==> src/rtl/rr_timer_pkg.sv <==
// Shared types and constants for the round-robin quantum timer and the
// instruction decoder that drives its arm request.
package rr_timer_pkg;

  typedef enum logic [1:0] {
    IDLE    = 2'd0,
    RUN     = 2'd1,
    EXPIRED = 2'd2
  } rr_state_e;

  localparam int unsigned RR_QUANTUM_DEF = 1000;
  localparam int unsigned RR_CNT_W_DEF   = 16;

  // Opcode whose decode produces Atv_Temp.
  localparam logic [5:0] OPC_ROUND_ROBIN = 6'b011011;

endpackage

==> src/rtl/rr_down_counter.sv <==
// Loadable down-counter that saturates at zero and flags the zero value.
// Optional macro RR_TIMER_STATUS_EN exposes the count value.
module rr_down_counter
  import rr_timer_pkg::*;
#(
  parameter int unsigned CNT_W = RR_CNT_W_DEF
) (
  input  logic             clk_i,
  input  logic             reset_i,
  input  logic             load_i,
  input  logic [CNT_W-1:0] load_val_i,
  input  logic             dec_i,
  output logic             zero_o
`ifdef RR_TIMER_STATUS_EN
  ,
  output logic [CNT_W-1:0] count_o
`endif
);

  logic [CNT_W-1:0] cnt_q;
  logic [CNT_W-1:0] cnt_d;

  // Load has priority; a decrement never wraps below zero.
  always_comb begin
    cnt_d = cnt_q;
    if (load_i) begin
      cnt_d = load_val_i;
    end else if (dec_i && (cnt_q != '0)) begin
      cnt_d = cnt_q - {{(CNT_W-1){1'b0}}, 1'b1};
    end else begin
      cnt_d = cnt_q;
    end
  end

  always_ff @(posedge clk_i) begin
    if (reset_i) begin
      cnt_q <= '0;
    end else begin
      cnt_q <= cnt_d;
    end
  end

  assign zero_o = (cnt_q == '0);

`ifdef RR_TIMER_STATUS_EN
  assign count_o = cnt_q;
`endif

endmodule

==> src/rtl/round_robin_timer.sv <==
// Round-robin quantum timer: forces kernel mode (SO_Kernel) once a quantum
// elapses after arming. Optional macro RR_TIMER_STATUS_EN adds Remaining/Expire_Pulse.
module round_robin_timer
  import rr_timer_pkg::*;
#(
  parameter int unsigned QUANTUM = RR_QUANTUM_DEF,
  parameter int unsigned CNT_W   = RR_CNT_W_DEF
) (
  input  logic             clk_i,
  input  logic             reset_i,
  input  logic             Atv_Temp,
  output logic             SO_Kernel
`ifdef RR_TIMER_STATUS_EN
  ,
  output logic [CNT_W-1:0] Remaining,
  output logic             Expire_Pulse
`endif
);

  localparam logic [CNT_W-1:0] RELOAD = CNT_W'(QUANTUM - 1);

  rr_state_e state_q, state_d;
  logic      so_q, so_d;
  logic      load_s, dec_s, zero_s, expire_s;

  rr_down_counter #(.CNT_W(CNT_W)) u_cnt (
    .clk_i      (clk_i),
    .reset_i    (reset_i),
    .load_i     (load_s),
    .load_val_i (RELOAD),
    .dec_i      (dec_s),
    .zero_o     (zero_s)
`ifdef RR_TIMER_STATUS_EN
    ,
    .count_o    (Remaining)
`endif
  );

  // Next state; an arm request always wins, even on the expiry edge.
  always_comb begin
    state_d  = state_q;
    so_d     = so_q;
    load_s   = 1'b0;
    dec_s    = 1'b0;
    expire_s = 1'b0;
    if (Atv_Temp) begin
      load_s  = 1'b1;
      state_d = RUN;
      so_d    = 1'b0;
    end else begin
      case (state_q)
        IDLE: begin
          so_d = 1'b0;
        end
        RUN: begin
          if (zero_s) begin
            expire_s = 1'b1;
            state_d  = EXPIRED;
            so_d     = 1'b1;
          end else begin
            dec_s = 1'b1;
          end
        end
        EXPIRED: begin
          so_d = 1'b1;
        end
        default: begin
          state_d = IDLE;
          so_d    = 1'b0;
        end
      endcase
    end
  end

  always_ff @(posedge clk_i) begin
    if (reset_i) begin
      state_q <= IDLE;
      so_q    <= 1'b0;
    end else begin
      state_q <= state_d;
      so_q    <= so_d;
    end
  end

  assign SO_Kernel = so_q;

`ifdef RR_TIMER_STATUS_EN
  logic pulse_q;

  always_ff @(posedge clk_i) begin
    if (reset_i) begin
      pulse_q <= 1'b0;
    end else begin
      pulse_q <= expire_s;
    end
  end

  assign Expire_Pulse = pulse_q;
`else
  logic unused_s;
  assign unused_s = expire_s;
`endif

endmodule

==> config.mk <==
export PLATFORM = sky130hd
export DESIGN_NAME = round_robin_timer
export DESIGN_NICKNAME = d
export VERILOG_FILES = /design/src/rtl/rr_timer_pkg.sv /design/src/rtl/rr_down_counter.sv /design/src/rtl/round_robin_timer.sv
export SDC_FILE = /design/constraint.sdc
export NUM_CORES = 1
export LEC_CHECK = 0
export ABC_AREA = 1
export CAP_MARGIN = 30
export CORE_MARGIN = 2
export CORE_UTILIZATION = 25
export DETAILED_ROUTE_END_ITERATION = 6
export SLEW_MARGIN = 15
export SYNTH_ARGS = -nofsm -noshare
export SYNTH_HDL_FRONTEND = slang
export SYNTH_SLANG_ARGS = --single-unit
==> constraint.sdc <==
create_clock -name clk_i -period 1.55 [get_ports clk_i]
set_clock_uncertainty 0.05 [all_clocks]
set_input_delay 0.31 -clock clk_i [delete_from_list [all_inputs] [get_ports clk_i]]
set_output_delay 0.31 -clock clk_i [all_outputs]
set_load 0.01 [all_outputs]
[Word level (Yosys, flattened, before mapping)]
Index checks and enable logic that the tools add are counted.
Cells by class
  reductions and logical operators: 10
  bitwise gates (word level): 1
  muxes and demuxes: 11
  add/sub/neg operators: 1
  eq/ne operators: 5
Operators by type and width (number)
  two-way mux 10 bit: 2
  zero test 16 bit: 1
  nonzero test 16 bit: 1
  subtractor 16 x 1 -> 16 bit (second input constant): 1
  two-way mux 1 bit: 6
  OR reduction 2 bit: 3
  inequality test 2 x 1 -> 1 bit (second input constant): 2
  case mux 2 bit (2 select lines): 1
  AND reduction 2 bit: 2
  inequality test 3 x 2 -> 1 bit (second input constant): 1
  == test 2 x 1 -> 1 bit (second input constant): 1
  == test 2 bit (second input constant): 1
  zero test 2 bit: 1
  two-way mux 2 bit: 1
  case mux 1 bit (2 select lines): 1
  nonzero test 2 bit: 1
  logical AND 1 bit: 1
  inverter 1 bit: 1
Word-level totals
  output and inout port bits: 1
  register bits: 19
  bits of input ports: 3

[Logic depth before layout (Yosys ltp)]
Gate-level depths: netlist of run 1.
  depth after elaboration: 7
  mapped depth: 11

[Modules after synthesis]
From an unflattened synthesis of run 1, not the netlist that was laid out.
Unflattened totals
  cell total of the unflattened synthesis: 238
  area total of the unflattened synthesis: 1385.1 sq um
By module, submodules not included
  rr_down_counter: area an instance 1194.9 sq um, cells each 212, instances 1
  round_robin_timer: area an instance 190.2 sq um, cells each 26, instances 1

[Worst setup path after synthesis of run 1]
Ideal clock, no wire load.
  path type: register to register
  start: reg state_q[1]
  end: reg u_cnt.cnt_q[9]
  path slack: 67 ps
  required time: 1444 ps
  stages on the path, launching flop included: 11
  setup time: 56 ps
  data arrival time: 1378 ps
  path buffers: 0
  cells stage by stage: dfxtp_1 > inv_1 > ha_1 > inv_1 > nor2_2 > inv_1 > a21oi_1 > nand3_1 > nand3_1 > nand2_1 > inv_1
On the way
  longest elaborated chain between the ends: 5
Ends and longest elaborated chain
  start: declaration: RTL line round_robin_timer.sv:22  | rr_state_e state_q, state_d;
  start signal: assignment: RTL line round_robin_timer.sv:80  | state_q <= state_d;
  == test 2 x 1 -> 1 bit: RTL line round_robin_timer.sv:51  | case (state_q)
  two-way mux 1 bit: RTL line round_robin_timer.sv:51
  two-way mux 1 bit: RTL line round_robin_timer.sv:46  | if (Atv_Temp) begin
  logical AND 1 bit: RTL line rr_down_counter.sv:28  | end else if (dec_i && (cnt_q != '0)) begin
  nonzero test 2 bit (no source line)
  end signal: assignment: RTL line rr_down_counter.sv:39  | cnt_q <= cnt_d;
  end: declaration: RTL line rr_down_counter.sv:20  | logic [CNT_W-1:0] cnt_q;
Every way passes these cells.
A chain may end at the register's enable or synchronous reset.

[Worst setup path after layout of run 1]
  start: reg so_q (netlist: SO_Kernel)
  end: out SO_Kernel
RTL lines
  start: declaration: RTL line round_robin_timer.sv:23  | logic so_q, so_d;
  start signal: assignment: RTL line round_robin_timer.sv:78  | so_q <= 1'b0;
  start signal: assignment: RTL line round_robin_timer.sv:81  | so_q <= so_d;
  end: declaration: RTL line round_robin_timer.sv:12  | output logic SO_Kernel
No word-level cell between the ends.

==> impl_metrics.tcl, run 1 <==
set metrics [dict create \
    drt_iter0_drc 43 \
    holdPathStages 2 \
    slowest_stage "clkdlybuf4s50_1" \
    yosys.area.top_type "dfxtp_1" \
    clk_latency_ps 260 \
    final_cells 250 \
    powerDensity_nw_per_um2 797 \
    path_max_fanout 2 \
    critPathKind "flip-flop to primary output" \
    dpl-instance-area_sq_um 1380 \
    dieArea_sq_um 5250 \
    fin_area_sq_um 1460 \
    die_w_um 72.4 \
    yosys_warnings 0 \
    startpoint "SO_Kernel" \
    wire_per_inst_um 10.3 \
    critPathArrivalTime_ps 1130 \
    start_util_pct 26.4 \
    drcViolationCount 0 \
    cts_tree "built" \
    crit_end "SO_Kernel" \
    min_path_type "flip-flop to flip-flop" \
    rsz0062_at_grt "yes" \
    ys_top_cells_by_area "dfxtp_1 32%, nand2_1 14%, nor2_1 8.3%" \
    grt_overflow 0 \
    post_synth_num_cell_types 24 \
    status "finished clean" \
    critPathBufInv 1 \
    grt_pass1_wl_um 4660 \
    ys_seq_area_share_pct 32.5 \
    tns_ps 0 \
    grt_max_degree 14 \
    antenna_found_initial 0 \
    fillers 481 \
    crit_path_end_kind "primary output" \
    wl_um 2570 \
    clockBufferDepth 2 \
    r2r_cells 10 \
    worst-path-stages 1 \
    r2r-start "u_cnt.cnt_q[1]" \
    avgSynthCellArea_sq_um 6.62 \
    die_y_um 72.4 \
    cts_setup_buffers 0 \
    r2r-end "u_cnt.cnt_q[13]" \
    gp_congestion 0.857 \
    total_power_mw 1.16 \
    worstMarginPinSlew_ps 273 \
    cts_hold_buf 0 \
    cts.sinks 19 \
    placedCellCount 246 \
    nets 207 \
    slew_viol_final 0 \
    r2r_setup_slack_ps 90 \
    n_antenna_cell 0 \
    utilization_pct 32.9 \
    required_ps 1190 \
    crit_chain "clkdlybuf4s50_1" \
    ant_nets 0 \
    whs_ps 416 \
    synthesis.area_sq_um 1170 \
    rows 24 \
    synth_seq_cells 19 \
    period_share_pct 96.1 \
    drive_above_1_share_pct 20.7 \
    cts_buffers 3 \
    crit_family "buffers and inverters" \
    coreArea_sq_um 4440 \
    cp-start-kind "flip-flop" \
    cts_resized 0 \
    synthCells 177 \
    setup_viol 0 \
    ios 4 \
    track_usage_pct 11.2 \
    htree_levels 1 \
    via_per_inst 4.32 \
    vdd_drop_max_uv 447 \
    crit_path_max_incr_delay_ps 550 \
    maxCapViolations 0 \
    clk_pin_slew_ps 70 \
    dp_worst_setup_slack_ps -63.5 \
    max_freq_ghz 0.672 \
    finalHoldViolations 0 \
    cts_root_buffer "clkbuf_8" \
    drt_pass1_iterations 4 \
    period_needed_ps 1490 \
    leakage_nw 0.657 \
    syn-num-nets 185 \
    dpl.hpwl_um 2020 \
    area_delta_synth_final_pct 24.8 \
    grt_pass1_vias 1073 \
    slew-limit-headroom_pct 81.6 \
    port_buffers 3 \
    netlist.area_leader.share_pct 32.5 \
    vias 1079 \
    setup_ws_ps 60.8 \
]
==> sequential cells by signal (all words and copies together) (netlist names) <==
register,cells
state_q,2
u_cnt.cnt_q,16
SO_Kernel,1
==> how the worst min path moves through the flow <==
stage | start | to
after floorplan | reset_i | state_q[0]
after global placement | SO_Kernel | SO_Kernel
after detailed placement | SO_Kernel | SO_Kernel
after CTS | SO_Kernel | SO_Kernel
after global routing | SO_Kernel | SO_Kernel
final | SO_Kernel | SO_Kernel
==> routing by layer <==
metal	routed length, um	global-route usage, %
met3	54	2.08
met4	48	4.53
met5	0	0
met2	1210	18.8
met1	1260	14.2
==> area by class of cell <==
class,count,area [sq um],area share [%]
clock buffer,4,45.0,3.08
inverter,24,90.1,6.16
multi-input combinational,132,716,49.0
sequential,19,383,26.2
tap,52,65.1,4.45
timing repair buffer,19,163,11.1
==> where the power goes <==
group / switching [mW] / internal [mW] / total, mW
registers: 0.0213 / 0.512 / 0.533
clock network: 0.167 / 0.183 / 0.350
logic: 0.161 / 0.121 / 0.282
==> cell usage after synthesis, drive strengths merged <==
cell / number
nand3: 13
ha: 5
xnor2: 4
nand4: 1
buf: 2
xor2: 1
nor2: 34
inv: 24
dfxtp: 19
a21oi: 14
and3: 1
o21ai: 5
a31oi: 1
o21bai: 2
nand2: 49
o31ai: 2
==> placed cells by master, fill, tap and decap left out, drive strengths merged, types with 2 or more instances in the layout <==
cell type	count
o21bai	2
clkbuf	4
buf	16
clkdlybuf4s50	3
nand3	13
o31ai	2
xnor2	4
ha	5
nand2	49
dfxtp	19
o21ai	5
nor2	34
inv	24
a21oi	14
==> cells by family (layout without fill, tap and decap cells) <==
logic type | after synthesis | after routing | synth area share (%)
simple gates | 98 | 98 | 38.1
buf+inv | 26 | 47 | 9.08
compound gates | 24 | 24 | 11.2
flops | 19 | 19 | 32.5
fa+ha+maj | 5 | 5 | 5.34
xor+xnor | 5 | 5 | 3.74
Power figures use the tool's default switching activity.
==> run 2, diff against run 1 <==
--- a/config.mk
+++ b/config.mk
@@ -14,3 +14,4 @@
 export SYNTH_ARGS = -nofsm -noshare
 export SYNTH_HDL_FRONTEND = slang
 export SYNTH_SLANG_ARGS = --single-unit
+export TNS_END_PERCENT = 1
==> run 2 against run 1 <==
Effect of this change:
- first-iteration DRC count down 4.7%
- core utilization is the same
- combinational power about the same
- design area did not move
- wire length unchanged
- flip-flop and latch count is the same
- worst setup slack did not move
- clock power about the same
- final cell count did not move
- via count unchanged
- largest power group unchanged
- highest routed layer unchanged
==> impl_metrics.tcl, run 2 (synthesized netlist as in run 1, its figures left out) <==
set metrics [dict create \
    total_power_mw 1.16 \
    nets 207 \
    drt_iter0_drc 41 \
    final_cell_mix "44 x nand2_1, 24 x nor2_1, 21 x inv_1" \
    leakage_nw 0.657 \
    setup_ws_ps 60.8 \
    startpoint "SO_Kernel" \
    worstMarginPinSlew_ps 273 \
    crit_family "buffers and inverters" \
    slew_viol_final 0 \
    drive_above_1_share_pct 20.7 \
    crit_path_end_kind "primary output" \
    cts_setup_buffers 0 \
    grt_overflow 0 \
    clk_pin_slew_ps 70 \
    start_util_pct 26.4 \
    clockBufferDepth 2 \
    multi_input_area_sq_um 716 \
    n_antenna_cell 0 \
    grt_pass1_wl_um 4660 \
    final_common_cell "nand2_1" \
    cts.sinks 19 \
    critPathArrivalTime_ps 1130 \
    gp_congestion 0.857 \
    min_path_type "flip-flop to flip-flop" \
    hold_start "SO_Kernel" \
    finalHoldViolations 0 \
    comb_power_share_pct 24.2 \
    die_w_um 72.4 \
    switchingPower_mw 0.349 \
    wl_um 2570 \
    dpl.hpwl_um 2020 \
    track_usage_pct 11.2 \
    cts_root_buffer "clkbuf_8" \
    wire_per_inst_um 10.3 \
    ant_nets 0 \
    period_needed_ps 1490 \
    required_ps 1190 \
    antenna_found_initial 0 \
    htree_levels 1 \
    largest-register "u_cnt.cnt_q" \
    slew-limit-headroom_pct 81.6 \
    area_delta_synth_final_pct 24.8 \
    vdd_drop_max_uv 447 \
    drcViolationCount 0 \
    regArea_sq_um 383 \
    via_per_inst 4.32 \
    critPathKind "flip-flop to primary output" \
    fillers 481 \
    drt_pass1_iterations 4 \
    cts_hold_buf 0 \
    largest_register_ffs 16 \
    cts_tree "built" \
    powerDensity_nw_per_um2 797 \
    vias 1079 \
    period_share_pct 96.1 \
    ios 4 \
    slowest_stage "clkdlybuf4s50_1" \
    die_y_um 72.4 \
    grt_max_degree 14 \
    dieArea_sq_um 5250 \
    r2r-start "u_cnt.cnt_q[1]" \
    rsz0062_at_grt "yes" \
    crit_path_max_incr_delay_ps 550 \
    seqPwrFrac_pct 45.8 \
    rows 24 \
    maxCapViolations 0 \
    status "finished clean" \
    critPathBufInv 1 \
    path_max_fanout 2 \
    clock_power_share_pct 30.0 \
    crit_chain "clkdlybuf4s50_1" \
    max_freq_ghz 0.672 \
    dp_worst_setup_slack_ps -63.5 \
    port_buffers 3 \
    grt_pass1_vias 1073 \
    setup_viol 0 \
    clk_latency_ps 260 \
    coreArea_sq_um 4440 \
    cp-start-kind "flip-flop" \
    p_int_mw 0.815 \
    cts_buffers 3 \
    swShare_pct 30.0 \
]
[run 2: cell counts in the layout (fill, tap and decap cells not counted)]
No cell type changed its count.
[run 2: layout make-up]
class                           instances  area share [%]
Tap cell                               52            4.45
Inverter                               24            6.16
Timing Repair Buffer                   19            11.1
Clock buffer                            4            3.08
Sequential cell                        19            26.2
Multi-Input combinational cell        132            49.0
[run 2: path summary, 6_finish.rpt]
| check | endpoint | slack, ps | cells after the start |
|---|---|---|---|
| worst max-delay path | SO_Kernel | 60 | 1 |
| worst min-delay path | SO_Kernel | 420 | 2 |
| worst max register to register | u_cnt.cnt_q[13] | 90 | 10 |
| worst min register to register | SO_Kernel | 420 | 2 |
[run 2: repair_timing]
action	4_1_cts	5_1_grt
gates resized for setup	0	10
hold endpoints to repair	0	0
setup endpoints to repair	0	14
[run 2: per-layer routing]
layer | GRT usage (%) | routed length (um) | part of all wire [%] | vias to the layer above
li1 | - | - | - | 595
met1 | 14.2 | 1260 | 49 | 463
met2 | 18.8 | 1210 | 47 | 15
met3 | 2.08 | 54 | 2.1 | 6
met4 | 4.53 | 48 | 1.9 | 0
met5 | 0 | 0 | 0 | -
[run 2: power groups by stage]
stage	registers, mW	logic [mW]	clock network (mW)
after floorplan	0.539	0.180	0
final	0.533	0.282	0.350
after global placement	0.541	0.271	0
after CTS	0.530	0.274	0.366
after global routing	0.535	0.318	0.383
after detailed placement	0.541	0.273	0
[run 2: metrics by stage]
step	hold WS [ps]	TNS (ps)	instance area, sq um	cells	utilization [%]
2_1_floorplan	329	0	1170	177	-
3_3_place_gp	404	-206	1380	246	31.1
3_5_place_dp	405	-337	1380	246	31.1
4_1_cts	420	0	1430	250	32.1
5_1_grt	461	-63.6	1460	250	32.9
6_report	416	0	1460	250	32.9
==> run 3, diff against run 2 <==
--- a/config.mk
+++ b/config.mk
@@ -8,7 +8,7 @@
 export ABC_AREA = 1
 export CAP_MARGIN = 30
 export CORE_MARGIN = 2
-export CORE_UTILIZATION = 25
+export CORE_UTILIZATION = 42
 export DETAILED_ROUTE_END_ITERATION = 6
 export SLEW_MARGIN = 15
 export SYNTH_ARGS = -nofsm -noshare
==> run 3 against run 2 <==
Effect of this change:
- clock-buffer cell count decreased by 1
- final cell count decreased by 9.2%
- register-to-register slack got worse by 30 ps
- flip-flop and latch count unchanged
- power decreased by 7.7%
- first-iteration DRC count decreased by 9.8%
- sequential power about the same
- maximum frequency increased by 0.19%
- clock power decreased by 26%
- non-clock buffer count decreased by 2
- combinational power about the same
- design area decreased by 3.0%
- largest power group unchanged
==> impl_metrics.tcl, run 3 (synthesized netlist as in run 1, its figures left out) <==
set metrics [dict create \
    area_delta_synth_final_pct 21.0 \
    cts_setup_buffers 0 \
    cts_tree "built" \
    whs_ps 414 \
    final_cell_mix "43 x nand2_1, 23 x nor2_1, 21 x inv_1" \
    grt_overflow 0 \
    clockBufferDepth 2 \
    path_max_fanout 4 \
    fillers 284 \
    vias 1095 \
    cp-start-kind "flip-flop" \
    cts.sinks 19 \
    switchingPower_mw 0.350 \
    vdd_drop_max_uv 560 \
    crit_path_end_kind "flip-flop" \
    wire_per_inst_um 11.3 \
    grt_max_degree 14 \
    cts_root_buffer "clkbuf_4" \
    grt_pass1_vias 1084 \
    grt_pass1_wl_um 4550 \
    max_freq_ghz 0.673 \
    final_common_cell "nand2_1" \
    clk_pin_slew_ps 110 \
    worstMarginPinSlew_ps 253 \
    drcViolationCount 0 \
    slew-limit-headroom_pct 83.1 \
    die_w_um 56.8 \
    critPathBufInv 4 \
    die_y_um 56.8 \
    drt_iter0_drc 37 \
    dpl.hpwl_um 2010 \
    fin_area_sq_um 1420 \
    period_share_pct 95.9 \
    drive_above_1_share_pct 23.0 \
    crit_family "buffers and inverters" \
    slowest_stage "dfxtp_2" \
    largest_register_ffs 16 \
    required_ps 1750 \
    crit_chain "inv_2 -> ha_2 -> inv_1 -> nor2_4 -> inv_1 -> a21oi_2 -> buf_4 -> nand2_1 -> a21oi_1" \
    htree_levels 1 \
    seqPwrFrac_pct 49.5 \
    maxCapViolations 0 \
    start_util_pct 43.2 \
    slew_viol_final 0 \
    wl_um 2560 \
    p_int_mw 0.725 \
    setup_ws_ps 63.6 \
    min_path_type "flip-flop to flip-flop" \
    clock_power_share_pct 24.2 \
    critPathKind "flip-flop to flip-flop" \
    crit_path_max_incr_delay_ps 340 \
    comb_power_share_pct 26.2 \
    finalHoldViolations 0 \
    nets 205 \
    rows 19 \
    leakage_nw 0.646 \
    via_per_inst 4.82 \
    clk_latency_ps 310 \
    cts_hold_buf 0 \
    dp_worst_setup_slack_ps -147 \
    coreArea_sq_um 2710 \
    cts_buffers 3 \
    dpl-instance-area_sq_um 1340 \
    setup_viol 0 \
    total_power_mw 1.07 \
    track_usage_pct 18.0 \
    ios 4 \
    largest-register "u_cnt.cnt_q" \
    utilization_pct 52.3 \
    period_needed_ps 1490 \
    placedCellCount 223 \
    final_cells 227 \
    swShare_pct 32.6 \
    powerDensity_nw_per_um2 758 \
    gp_congestion 0.844 \
    port_buffers 3 \
    ant_nets 0 \
    path_common_cell "inv_1" \
    antenna_found_initial 0 \
    n_antenna_cell 0 \
    rsz0062_at_grt "yes" \
    drt_pass1_iterations 4 \
    dieArea_sq_um 3230 \
    critPathArrivalTime_ps 1680 \
    tns_ps 0 \
    status "finished clean" \
]
run 3: changes by cell type in the layout (fill, tap and decap cells not counted), moves of 2 or more:
cell and delta:
clkbuf_4 +3, nor2_4 +2, a21oi_1 -3, clkbuf_8 -3, buf_4 -2, a21oi_2 +3
run 3: cell type report:
type	count	area, sq um	share of cell area [%]
multi-input cells	132	732	51.6
flip-flops and latches	19	383	27.0
repair buffers	17	146	10.3
inverters	24	90.1	6.35
well taps	31	38.8	2.74
clock buffers	3	22.5	1.59
clock inverters	1	5.00	0.353
run 3: metal layers:
| layer | up-vias | GRT usage (%) | part of all wire [%] |
|---|---|---|---|
| met4 | 0 | 6.98 | 2.0 |
| met3 | 5 | 3.00 | 2.9 |
| met1 | 483 | 21.6 | 47 |
| met5 | - | 0 | 0 |
| li1 | 594 | - | - |
| met2 | 13 | 31.7 | 48 |
run 3: tightest hold or removal path: stages (launching register included):
cell and delay [ps]:
dfxtp_1 320, nand2_1 60, a21oi_1 50
run 3: repair_timing:
action / in CTS / in global routing
pin swaps: 0 / 1
resized for setup: 1 / 16
setup endpoints to repair: 1 / 13
run 3: path summary, 6_finish.rpt:
path / startpoint / to / slack (ps) / cells after the start
setup / recovery: state_q[1] / u_cnt.cnt_q[10] / 60 / 9
hold / removal: SO_Kernel / SO_Kernel / 410 / 2
setup reg to reg: state_q[1] / u_cnt.cnt_q[10] / 60 / 9
hold reg to reg: SO_Kernel / SO_Kernel / 410 / 2
run 3: power by group through the flow:
| stage | clock (mW) | combinational (mW) | sequential (mW) |
|---|---|---|---|
| global placement | 0 | 0.263 | 0.541 |
| floorplan | 0 | 0.180 | 0.539 |
| CTS | 0.266 | 0.266 | 0.531 |
| finish | 0.260 | 0.282 | 0.532 |
| global route | 0.290 | 0.320 | 0.535 |
| detailed placement | 0 | 0.265 | 0.542 |
